`src/rtl/imu_pkg.sv`:
```
// Shared types and constants for the IMU EMA filter: FSM states, lane geometry
// and lane slicing helpers used by imu_filter and imu_ema_step.
package imu_pkg;

  localparam int LANES  = 6;
  localparam int LANE_W = 16;
  localparam int DATA_W = LANES * LANE_W;
  localparam int IDX_W  = 3;

  localparam logic [IDX_W-1:0] LAST_LANE = IDX_W'(LANES - 1);

  // Lane 0 sits in the most significant bits of the sample word.
  localparam int LANE_LSB [LANES] = '{80, 64, 48, 32, 16, 0};

  typedef enum logic [1:0] {
    ST_IDLE = 2'd0,
    ST_CALC = 2'd1,
    ST_DONE = 2'd2
  } imu_state_e;

  typedef logic signed [LANE_W-1:0] lane_t;

  function automatic lane_t lane_of(input logic [DATA_W-1:0] word,
                                    input logic [IDX_W-1:0]  idx);
    lane_of = word[DATA_W-1 - int'(idx)*LANE_W -: LANE_W];
  endfunction

endpackage

```
`src/rtl/imu_ema_step.sv`:
```
// One-lane EMA step: y_new = y + ((x - y) >>> K), or y = x before priming.
// Optional output dead-band when IMU_FILTER_DEADBAND_EN is defined.
module imu_ema_step
  import imu_pkg::*;
#(
  parameter int K        = 2,
  parameter int DEADBAND = 16
) (
  input  lane_t x,
  input  lane_t y,
  input  logic  primed,
  output lane_t y_new,
  output lane_t y_out
);

`ifdef IMU_FILTER_DEADBAND_EN
  localparam bit DB_EN = 1'b1;
`else
  localparam bit DB_EN = 1'b0;
`endif

  logic signed [LANE_W:0] diff;
  logic signed [LANE_W:0] step;
  logic        [LANE_W:0] mag;

  // NOTE: every always_comb output gets a default first so no path can infer a latch.
  always_comb begin
    diff  = {x[LANE_W-1], x} - {y[LANE_W-1], y};
    step  = diff >>> K;
    y_new = primed ? lane_t'(y + step[LANE_W-1:0]) : x;

    // 17-bit magnitude so that -32768 does not wrap back to a negative value.
    mag   = y_new[LANE_W-1] ? (LANE_W+1)'(-{1'b1, y_new}) : {1'b0, y_new};
    y_out = y_new;
    if (DB_EN && (mag <= (LANE_W+1)'(DEADBAND))) y_out = '0;
  end

endmodule

```
`src/rtl/imu_filter.sv`:
```
// Six-lane exponential moving-average filter for IMU samples with one shared
// datapath stepped through the lanes. Optional dead-band: IMU_FILTER_DEADBAND_EN.
module imu_filter
  import imu_pkg::*;
#(
  parameter int K        = 2,
  parameter int DEADBAND = 16
) (
  input  logic              clk,
  input  logic              reset,
  input  logic [DATA_W-1:0] imu_data,
  output logic [DATA_W-1:0] filt_data,
  output logic              filt_valid,
  output logic              busy
);

  imu_state_e        state;
  imu_state_e        next_state;
  logic [IDX_W-1:0]  lane_idx;
  logic [DATA_W-1:0] prev_data;
  logic [DATA_W-1:0] snapshot;
  lane_t             y_state   [LANES];
  lane_t             out_stage [LANES-1];
  logic              primed;
  logic              pending;

  logic              new_sample;
  logic              start;
  lane_t             step_x;
  lane_t             step_y;
  lane_t             step_new;
  lane_t             step_out;
  logic [DATA_W-1:0] filt_next;

  assign new_sample = (imu_data != prev_data);
  assign start      = (state == ST_IDLE) && (new_sample || pending);
  assign step_x     = lane_of(snapshot, lane_idx);
  assign step_y     = y_state[lane_idx];

  imu_ema_step #(
    .K        (K),
    .DEADBAND (DEADBAND)
  ) u_step (
    .x      (step_x),
    .y      (step_y),
    .primed (primed),
    .y_new  (step_new),
    .y_out  (step_out)
  );

  always_comb begin
    next_state = state;
    busy       = 1'b0;
    filt_valid = 1'b0;
    case (state)
      ST_IDLE: if (start) next_state = ST_CALC;
      ST_CALC: begin
        busy = 1'b1;
        if (lane_idx == LAST_LANE) next_state = ST_DONE;
      end
      ST_DONE: begin
        busy       = 1'b1;
        filt_valid = 1'b1;
        next_state = ST_IDLE;
      end
      default: next_state = ST_IDLE;
    endcase
  end

  // The last lane bypasses the staging registers so the word is complete in DONE.
  always_comb begin
    filt_next = filt_data;
    for (int i = 0; i < LANES-1; i++) filt_next[LANE_LSB[i] +: LANE_W] = out_stage[i];
    filt_next[LANE_LSB[LANES-1] +: LANE_W] = step_out;
  end

  // NOTE: sequential state uses non-blocking assignments so every register samples pre-edge values.
  always_ff @(posedge clk) begin
    if (reset) begin
      state     <= ST_IDLE;
      lane_idx  <= '0;
      prev_data <= '0;
      snapshot  <= '0;
      filt_data <= '0;
      primed    <= 1'b0;
      pending   <= 1'b0;
      // NOTE: the lane arrays are small flop banks with a defined post-reset value, not RAMs, so they are reset here.
      for (int i = 0; i < LANES; i++)   y_state[i]   <= '0;
      for (int i = 0; i < LANES-1; i++) out_stage[i] <= '0;
    end else begin
      state     <= next_state;
      prev_data <= imu_data;

      if (start) begin
        snapshot <= imu_data;
        lane_idx <= '0;
        pending  <= 1'b0;
      end else if (busy && new_sample) begin
        pending <= 1'b1;
      end

      if (state == ST_CALC) begin
        y_state[lane_idx] <= step_new;
        lane_idx          <= lane_idx + 1'b1;
        if (lane_idx != LAST_LANE) begin
          out_stage[lane_idx] <= step_out;
        end else begin
          filt_data <= filt_next;
          primed    <= 1'b1;
        end
      end
    end
  end

endmodule
```
`config.mk`:
```
export PLATFORM = sky130hd
export DESIGN_NAME = imu_filter
export DESIGN_NICKNAME = d
export VERILOG_FILES = /design/src/rtl/imu_pkg.sv /design/src/rtl/imu_ema_step.sv /design/src/rtl/imu_filter.sv
export SDC_FILE = /design/constraint.sdc
export NUM_CORES = 1
export LEC_CHECK = 0
export ABC_CLOCK_PERIOD_IN_PS = 8000
export CAP_MARGIN = 20
export CORE_MARGIN = 3
export CORE_UTILIZATION = 55
export DETAILED_ROUTE_END_ITERATION = 16
export HOLD_SLACK_MARGIN = 0.15
export PLACE_DENSITY = 0.83
export SYNTH_ARGS = -nofsm -noshare
export SYNTH_HDL_FRONTEND = slang
export SYNTH_HIERARCHICAL = 1
export SYNTH_SLANG_ARGS = --single-unit
```
`constraint.sdc`:
```
create_clock -name clk -period 8 [get_ports clk]
set_input_delay 1.6 -clock clk [delete_from_list [all_inputs] [get_ports clk]]
set_output_delay 1.6 -clock clk [all_outputs]
set_load 0.005 [all_outputs]
```
Word-level counts from Yosys, hierarchy flattened
Memory sizes are Yosys's and may differ from the RTL's. A register that Yosys moved wholly into a read port is not among the register bits.
Cells that the tools add are included.
{"block": "classes", "n_bitwise": 1, "add_sub_neg": 4, "n_eq_ne": 7, "n_mux": 25, "reduce_logical": 11, "shift": 1}
{"op": "variable part select 111 x 8 -> 16 bit", "n": 1}
{"op": "inequality test 96 bit", "n": 1}
{"op": "two-way mux 16 bit", "n": 3}
{"op": "OR reduction 16 bit", "n": 2}
{"op": "two-way mux 3 bit", "n": 6}
{"op": "subtractor 16 x 16 -> 17 bit", "n": 1}
{"op": "adder 16 bit", "n": 1}
{"op": "two-way mux 1 bit", "n": 13}
{"op": "subtractor 7 x 7 -> 8 bit, first input constant", "n": 1}
{"op": "two-way mux 2 bit", "n": 2}
{"op": "inequality test 2 bit, second input constant", "n": 2}
{"op": "one-hot mux 2 bit (2 select lines)", "n": 1}
{"op": "AND reduction 2 bit", "n": 2}
{"op": "OR reduction 2 bit", "n": 2}
{"op": "adder 3 x 1 -> 3 bit, second input constant", "n": 1}
{"op": "equality test 3 bit, second input constant", "n": 1}
{"op": "inequality test 3 bit, second input constant", "n": 1}
{"op": "equality test 2 x 1 -> 1 bit, second input constant", "n": 1}
{"op": "equality test 2 bit, second input constant", "n": 1}
{"op": "logical AND 1 bit", "n": 2}
{"op": "zero test 2 bit", "n": 1}
{"op": "nonzero test 2 bit", "n": 1}
{"op": "logical OR 1 bit", "n": 1}
{"op": "inverter 1 bit", "n": 1}
{"block": "totals", "register_bits": 295, "mem_count": 2, "ram_bits": 176}
{"name": "y_state", "words": 6, "word_bits": 16, "rd": 1, "rd_ports_with_merged_regs": 1, "wr": 6, "line": "imu_filter.sv:22", "source": "lane_t y_state [LANES];"}
{"name": "out_stage", "words": 5, "word_bits": 16, "rd": 5, "rd_ports_with_merged_regs": 5, "wr": 5, "line": "imu_filter.sv:23", "source": "lane_t out_stage [LANES-1];"}

Logic depth before layout (Yosys ltp)
Gate-level depths: netlist (run 1).
{"block": "logic_depth", "depth_word": 7, "depth_mapped": 28, "mapped_depth_nobuf": 23}

By module
The synthesis (run 1) kept the hierarchy.
{"module": "imu_filter", "seq_area_each_um2": 12211.7, "n_inst": 1, "area_per_inst_um2": 20273.2, "cells_each": 1693}
{"module": "imu_ema_step", "seq_area_each_um2": 0.0, "n_inst": 1, "area_per_inst_um2": 1803.0, "cells_each": 237}

Worst setup path before layout (run 1)
OpenSTA, ideal clock, no wires.
{"block": "synth_timing", "kind": "reg-to-reg", "start": "register lane_idx[2]", "end": "memory out_stage[0][15] (netlist bit), data pin", "slack_ns": 1.971, "path_stages_with_launch": 27, "arrival_time_ns": 5.774, "path_cell_list": "dfxtp_1 > clkbuf_1 > inv_1 > ha_1 > clkbuf_1 > clkbuf_1 > mux4_2 > a22oi_1 > nor2_1 > ha_1 > and3_1 > o21ai_1 > o311ai_4 > a21oi_1 > o21bai_1 > a21oi_1 > xnor2_1 > ha_1 > a221oi_1 > o21bai_1 > a21o_1 > and3_1 > a221o_1 > o211a_1 > a211o_1 > buf_4 > and2_1"}
{"item": "start: declaration", "line": "imu_filter.sv:19", "source": "logic [IDX_W-1:0] lane_idx;"}
{"item": "start signal: assignment", "line": "imu_filter.sv:104", "source": "lane_idx <= lane_idx + 1'b1;"}
{"item": "end: declaration", "line": "imu_filter.sv:23"}

==> impl_metrics.toml, run 1 <==
[setup_path]
critPathArrivalTime_ns = 7.60
required_ns = 8.42
worstReg2RegStart = "lane_idx[1]"
regToRegEndpoint = "y_state[0][14]"
rr_worst_depth = 22
path_max_fanout = 24
timing.reg2reg.setup_slack_ns = 0.83
startpoint_type = "register"
cp-end-kind = "register"
path_class = "reg -> reg"

[finish]
multi_input_area_um2 = 9121
nets = 2202
insertedDiodeCount = 0
layoutNonFillerInstCount = 2621
synthToLayoutAreaGrowth_pct = 17.13
drive_gt1_share_pct = 10.65
fin_util_pct = 65.98
fill_cells = 2869
ff_latch_area_um2 = 12220

[timing]
hold_violations = 0
tightest_slew_ns = 1.066
finalCriticalPeriod_ns = 7.172
max_slew_margin_pct = 28.92
slew_viol_final = 0
finClkSkew_ns = 0.04917
final.setup.tns_ns = 0
fmax_ghz = 0.1394
fin_crit_sh_pct = 89.65
setup_viol = 0
rsz0062_at_grt = "no"

[logic_synthesis]
ys_seq_area_share_pct = 55.32
yosys_warnings = 86
synth_area_um2 = 22080
syn-num-nets = 2070
ys_types = 64
yosysTopAreaCell = "edfxtp_1"
synthFlopType = "dfxtp_1"
ys_top_cells_by_area = "edfxtp_1 (28%), dfxtp_1 (27%), nor2b_1 (5.5%)"
synth_top_area_share_pct = 28.29
synth.ff_latch_count = 506
yosysMostFrequentCell = "dfxtp_1"
synthCells = 1930
syn_avg_cell_area_um2 = 11.44
synth-async-reset-ratio_pct = 0
synth_edf_count = 208
yosys-top-cells-count = "dfxtp_1 (298), nand2_1 (229), edfxtp_1 (208)"

[global_route]
grt_usage_pct = 25.62
grt_start_max_net_pins = 201
antenna_found_initial = 0
gr-total-overflow = 0
grt_pass1_wl_um = 83680
first_global_vias = 14940

[clock_network]
htree_levels = 2
post_cts_buffers = 0
cts_tree = "yes"
cts.sinks = 506
numCtsBuffers = 50
clkTransAtPathRegs_ns = 0.06
cts_resized = 0
clockBufferDepth = 3
root_buffer = "clkbuf_16"
insertion_delay_ns = 0.60
holdBufCountCts = 0

[routing]
wire_per_inst_um = 20.90
first_iter_violations = 1331
first_pass_iters = 6
viasPerCell = 5.679
drcViolationCount = 0
vias = 14890
final_antenna_net_count = 0
finalWirelength_um = 54790

[power_and_ir_drop]
ir_drop_v = 0.0001953
cellLeakagePower_nw = 9.474
power_density_nw_per_um2 = 245.7

[floorplanning]
top_level_ports = 196
core_area_um2 = 39190
floorplan.rows = 72
die_height_um = 206.3
start_util_pct = 56.33
die_w_um = 206.3
design.die.area_um2 = 42580

[hold_path]
hold_start = "filt_data[66]"
hold_end = "filt_data[66]"
worstHoldPathType = "reg -> reg"
hold_path_depth = 2

[placement]
placed_cells = 2527
io_buffers = 195
place.gp.congestion = 0.8901
dp_hpwl_um = 36800

[flow_run]
max_cap_viol_count = 0

[status]
status = "complete, no violations"
==> registers in the layout (all words and copies together) (netlist names), named ones only <==
register / count
primed: 1
out_stage: 80
pending: 1
state: 2
filt_data: 96
y_state: 128
lane_idx: 3
snapshot: 96
prev_data: 96
==> cell families after synthesis <==
logic type | count (synthesis) | share of synthesized area (%)
AND/OR/NAND/NOR | 706 | 16.25
flip-flops | 506 | 55.32
AO/OA/AOI/OAI | 198 | 5.792
multiplexers | 186 | 11.94
buffers and inverters | 172 | 3.525
XOR/XNOR | 120 | 4.761
adder cells (fa/ha/maj) | 42 | 2.414
==> worst max-delay path by stage <==
| stage | startpoint | endpoint | slack, ns | cells after the start |
|---|---|---|---|---|
| floorplan | lane_idx[2] | out_stage[0][15] | 1.97 | 26 |
| global placement | lane_idx[1] | y_state[3][14] | 1.32 | 22 |
| detailed placement | lane_idx[1] | y_state[0][14] | 1.00 | 22 |
| CTS | lane_idx[1] | y_state[0][14] | 0.96 | 22 |
| global route | lane_idx[1] | y_state[0][14] | 0.28 | 22 |
| finish | lane_idx[1] | y_state[0][14] | 0.83 | 22 |
==> metrics by stage <==
step | setup WS (ns) | hold WS (ns) | total power [mW] | cell area [um2]
finish | 0.8283 | 0.4529 | 6.353 | 25860
global route | 0.2849 | 0.4694 | 6.588 | 25860
CTS | 0.9618 | 0.4545 | 6.361 | 25840
detailed placement | 1.005 | 0.4464 | 4.068 | 24210
global placement | 1.316 | 0.4437 | 4.050 | 24210
floorplan | 1.971 | 0.4384 | 3.762 | 22080
==> per-layer routing <==
layer  track usage [%]  part of all wire, %
met5                 0                    0
met2             42.22                   47
met4             9.818                  3.8
met1             34.49                   42
met3             3.859                  6.5
==> cell type report <==
type	count	area share [%]
clock buffers	70	5.405
multi-input cells	1252	35.28
repair buffers	205	8.003
well taps	518	2.507
inverters	47	0.6823
flip-flops and latches	506	47.24
clock inverters	23	0.8855
==> worst max-delay path: stages, from the launching register on <==
cell	delay (ns)
dfxtp_1	0.45
inv_1	0.41
ha_1	0.97
and2_1	0.60
a22oi_1	0.18
nor2_1	0.20
ha_1	0.32
and3_1	0.19
o21ai_1	0.22
o311ai_4	0.20
a21oi_1	0.28
o21bai_1	0.17
xor2_1	0.18
ha_1	0.39
nand2_1	0.11
o41ai_1	0.55
nor4_1	0.11
nor3_1	0.33
o41ai_1	0.13
xor2_1	0.15
a21oi_1	0.47
nand2_1	0.24
nor2_1	0.18
==> placed cells by master, fill, tap and decap left out, types with 64 or more instances in the layout <==
| cell | count |
|---|---|
| and2_1 | 98 |
| nor2b_1 | 194 |
| a21oi_1 | 116 |
| dfxtp_1 | 295 |
| edfxtp_1 | 208 |
| mux2_1 | 74 |
| mux2_2 | 64 |
| nand2_1 | 229 |
| nor2_1 | 101 |
| xnor2_1 | 111 |
| clkdlybuf4s50_1 | 194 |
==> power by group <==
part           total [mW]  leakage [nW]  internal [mW]  switching, mW
logic                1.17          4.14          0.519          0.654
clock network        2.30         0.795           1.30           1.00
registers            2.88          4.54           2.80         0.0747
No activity file was read; power rests on OpenSTA's default activity.
==> run 2, diff against run 1 <==
Settings changed: CORE_MARGIN 3 to 1.5, CORE_UTILIZATION 55 to 35, PLACE_DENSITY 0.83 to 0.59.
==> run 2 against run 1 <==
Net effect:
- critical endpoint unchanged
- non-clock buffer count rose by 5
- total power rose by 3.8%
- sequential share of layout area fell by 1.1 points
- core utilization fell by 23 points
- worst hold slack barely moved
- routed wire length rose by 3.9%
- critical path type unchanged
- die area rose by 52%
- clock power rose by 11%
- final area rose by 2.5%
- combinational power barely moved
- critical path depth did not move
==> impl_metrics.toml, run 2 (same netlist as run 1, synthesis figures left out) <==
[status]
status = "complete, no violations"

[routing]
wire_per_inst_um = 19.26
drcViolationCount = 0
first_iter_violations = 922
vias = 14460
finalWirelength_um = 56900
first_pass_iters = 5
final_antenna_net_count = 0
viasPerCell = 4.892

[timing]
rsz0062_at_grt = "no"
tightest_slew_ns = 1.030
finClkSkew_ns = 0.03221
hold_violations = 0
fmax_ghz = 0.1389
setup_viol = 0
finalCriticalPeriod_ns = 7.198
slew_viol_final = 0
fin_ws_ns = 0.8023
max_slew_margin_pct = 31.31
fin_crit_sh_pct = 89.97
final.setup.tns_ns = 0

[finish]
nets = 2211
largest_reg_flops = 128
synthToLayoutAreaGrowth_pct = 20.05
final_cell_mix = "dfxtp_1 (295), nand2_1 (229), edfxtp_1 (208)"
fill_cells = 5773
largest_register = "y_state"
layout_commonest_cell = "dfxtp_1"
drive_gt1_share_pct = 11.48
fin_util_pct = 42.71

[floorplanning]
floorplan.rows = 91
core_area_um2 = 62050
design.die.area_um2 = 64590
die_w_um = 254.1
die_height_um = 254.1
start_util_pct = 35.58
top_level_ports = 196

[clock_network]
numCtsBuffers = 54
holdBufCountCts = 0
cts.sinks = 506
insertion_delay_ns = 0.61
htree_levels = 2
post_cts_buffers = 0
root_buffer = "clkbuf_16"
cts_tree = "yes"
cts_resized = 0
clkTransAtPathRegs_ns = 0.06
clockBufferDepth = 3

[power_and_ir_drop]
power_density_nw_per_um2 = 248.8
p_total_mw = 6.593
cellLeakagePower_nw = 9.592
ir_drop_v = 0.0002021

[global_route]
gr-total-overflow = 0
grt_start_max_net_pins = 98
met3_usage_pct = 2.490
first_global_vias = 14500
grt_usage_pct = 17.62
use_met2_pct = 28.98
use_met1_pct = 23.72
top_usage_layer = "met2"
antenna_found_initial = 4
grt_pass1_wl_um = 85680

[hold_path]
worstHoldPathType = "reg -> reg"

[setup_path]
path_max_fanout = 24
startpoint_type = "register"
path_class = "reg -> reg"
cp-end-kind = "register"
slowest_delay_ns = 0.95
required_ns = 8.43
cp_slowest_cell = "ha_1"
crit_chain = "inv_1, ha_1, and2_1, a22oi_1, nor2_1, ha_1, o21a_1, nor2_1, o311ai_4, a21oi_1, o21bai_1, xor2_1, ha_1, nand2_1, o41ai_1, nor4_1, nor3_1, o41ai_1, xor2_1, a21oi_1, nand2_1, nor2_1"
timing.reg2reg.setup_slack_ns = 0.80
critPathArrivalTime_ns = 7.63

[placement]
place_ws_ns = 0.8703
io_buffers = 195
place.gp.congestion = 0.8259
dp_hpwl_um = 38990

[flow_run]
max_cap_viol_count = 0
-- run 2: stage by stage --
| stage | hold slack [ns] | instance area [um2] | std cells |
|---|---|---|---|
| final | 0.4527 | 26500 | 2955 |
| after global placement | 0.4450 | 24630 | 2850 |
| after global routing | 0.4749 | 26500 | 2954 |
| after CTS | 0.4550 | 26470 | 2952 |
| after floorplan | 0.4384 | 22080 | 1930 |
| after detailed placement | 0.4467 | 24630 | 2850 |
-- run 2: critical path: cells and delay by family, from the launching register on --
| kind | cells | cell delay, ns |
|---|---|---|
| compound gates | 8 | 2.47 |
| xor+xnor | 2 | 0.28 |
| fa+ha+maj | 3 | 1.62 |
| buf+inv | 1 | 0.40 |
| flops | 1 | 0.47 |
| simple gates | 8 | 1.77 |
-- run 2: where the power goes --
group | switching, mW | internal, mW
logic | 0.643 | 0.518
registers | 0.0738 | 2.80
clock network | 1.05 | 1.50
-- run 2: area by class of cell --
class / count / area (um2) / share of cell area [%]
clock inverters: 29 / 285.3 / 1.076
inverters: 47 / 176.4 / 0.6657
well taps: 837 / 1047 / 3.952
multi-input cells: 1252 / 9121 / 34.42
flip-flops and latches: 506 / 12220 / 46.09
diodes: 1 / 2.502 / 0.009442
clock buffers: 73 / 1556 / 5.873
repair buffers: 210 / 2097 / 7.913
-- run 2: metal layers --
metal  share of wire [%]  vias up  routed length, um
met5                   0        -                  0
met4                 3.1        0               1775
met3                 5.5       90               3147
met2                  47      407              26630
met1                  45     7032              25360
li1                    -     6927                  -
-- run 2: path summary, 6_finish.rpt --
path / from / to / cells after the start
min reg2reg: filt_data[23] / filt_data[23] / 2
max reg2reg: lane_idx[1] / y_state[0][14] / 22
min: filt_data[23] / filt_data[23] / 2
max: lane_idx[1] / y_state[0][14] / 22
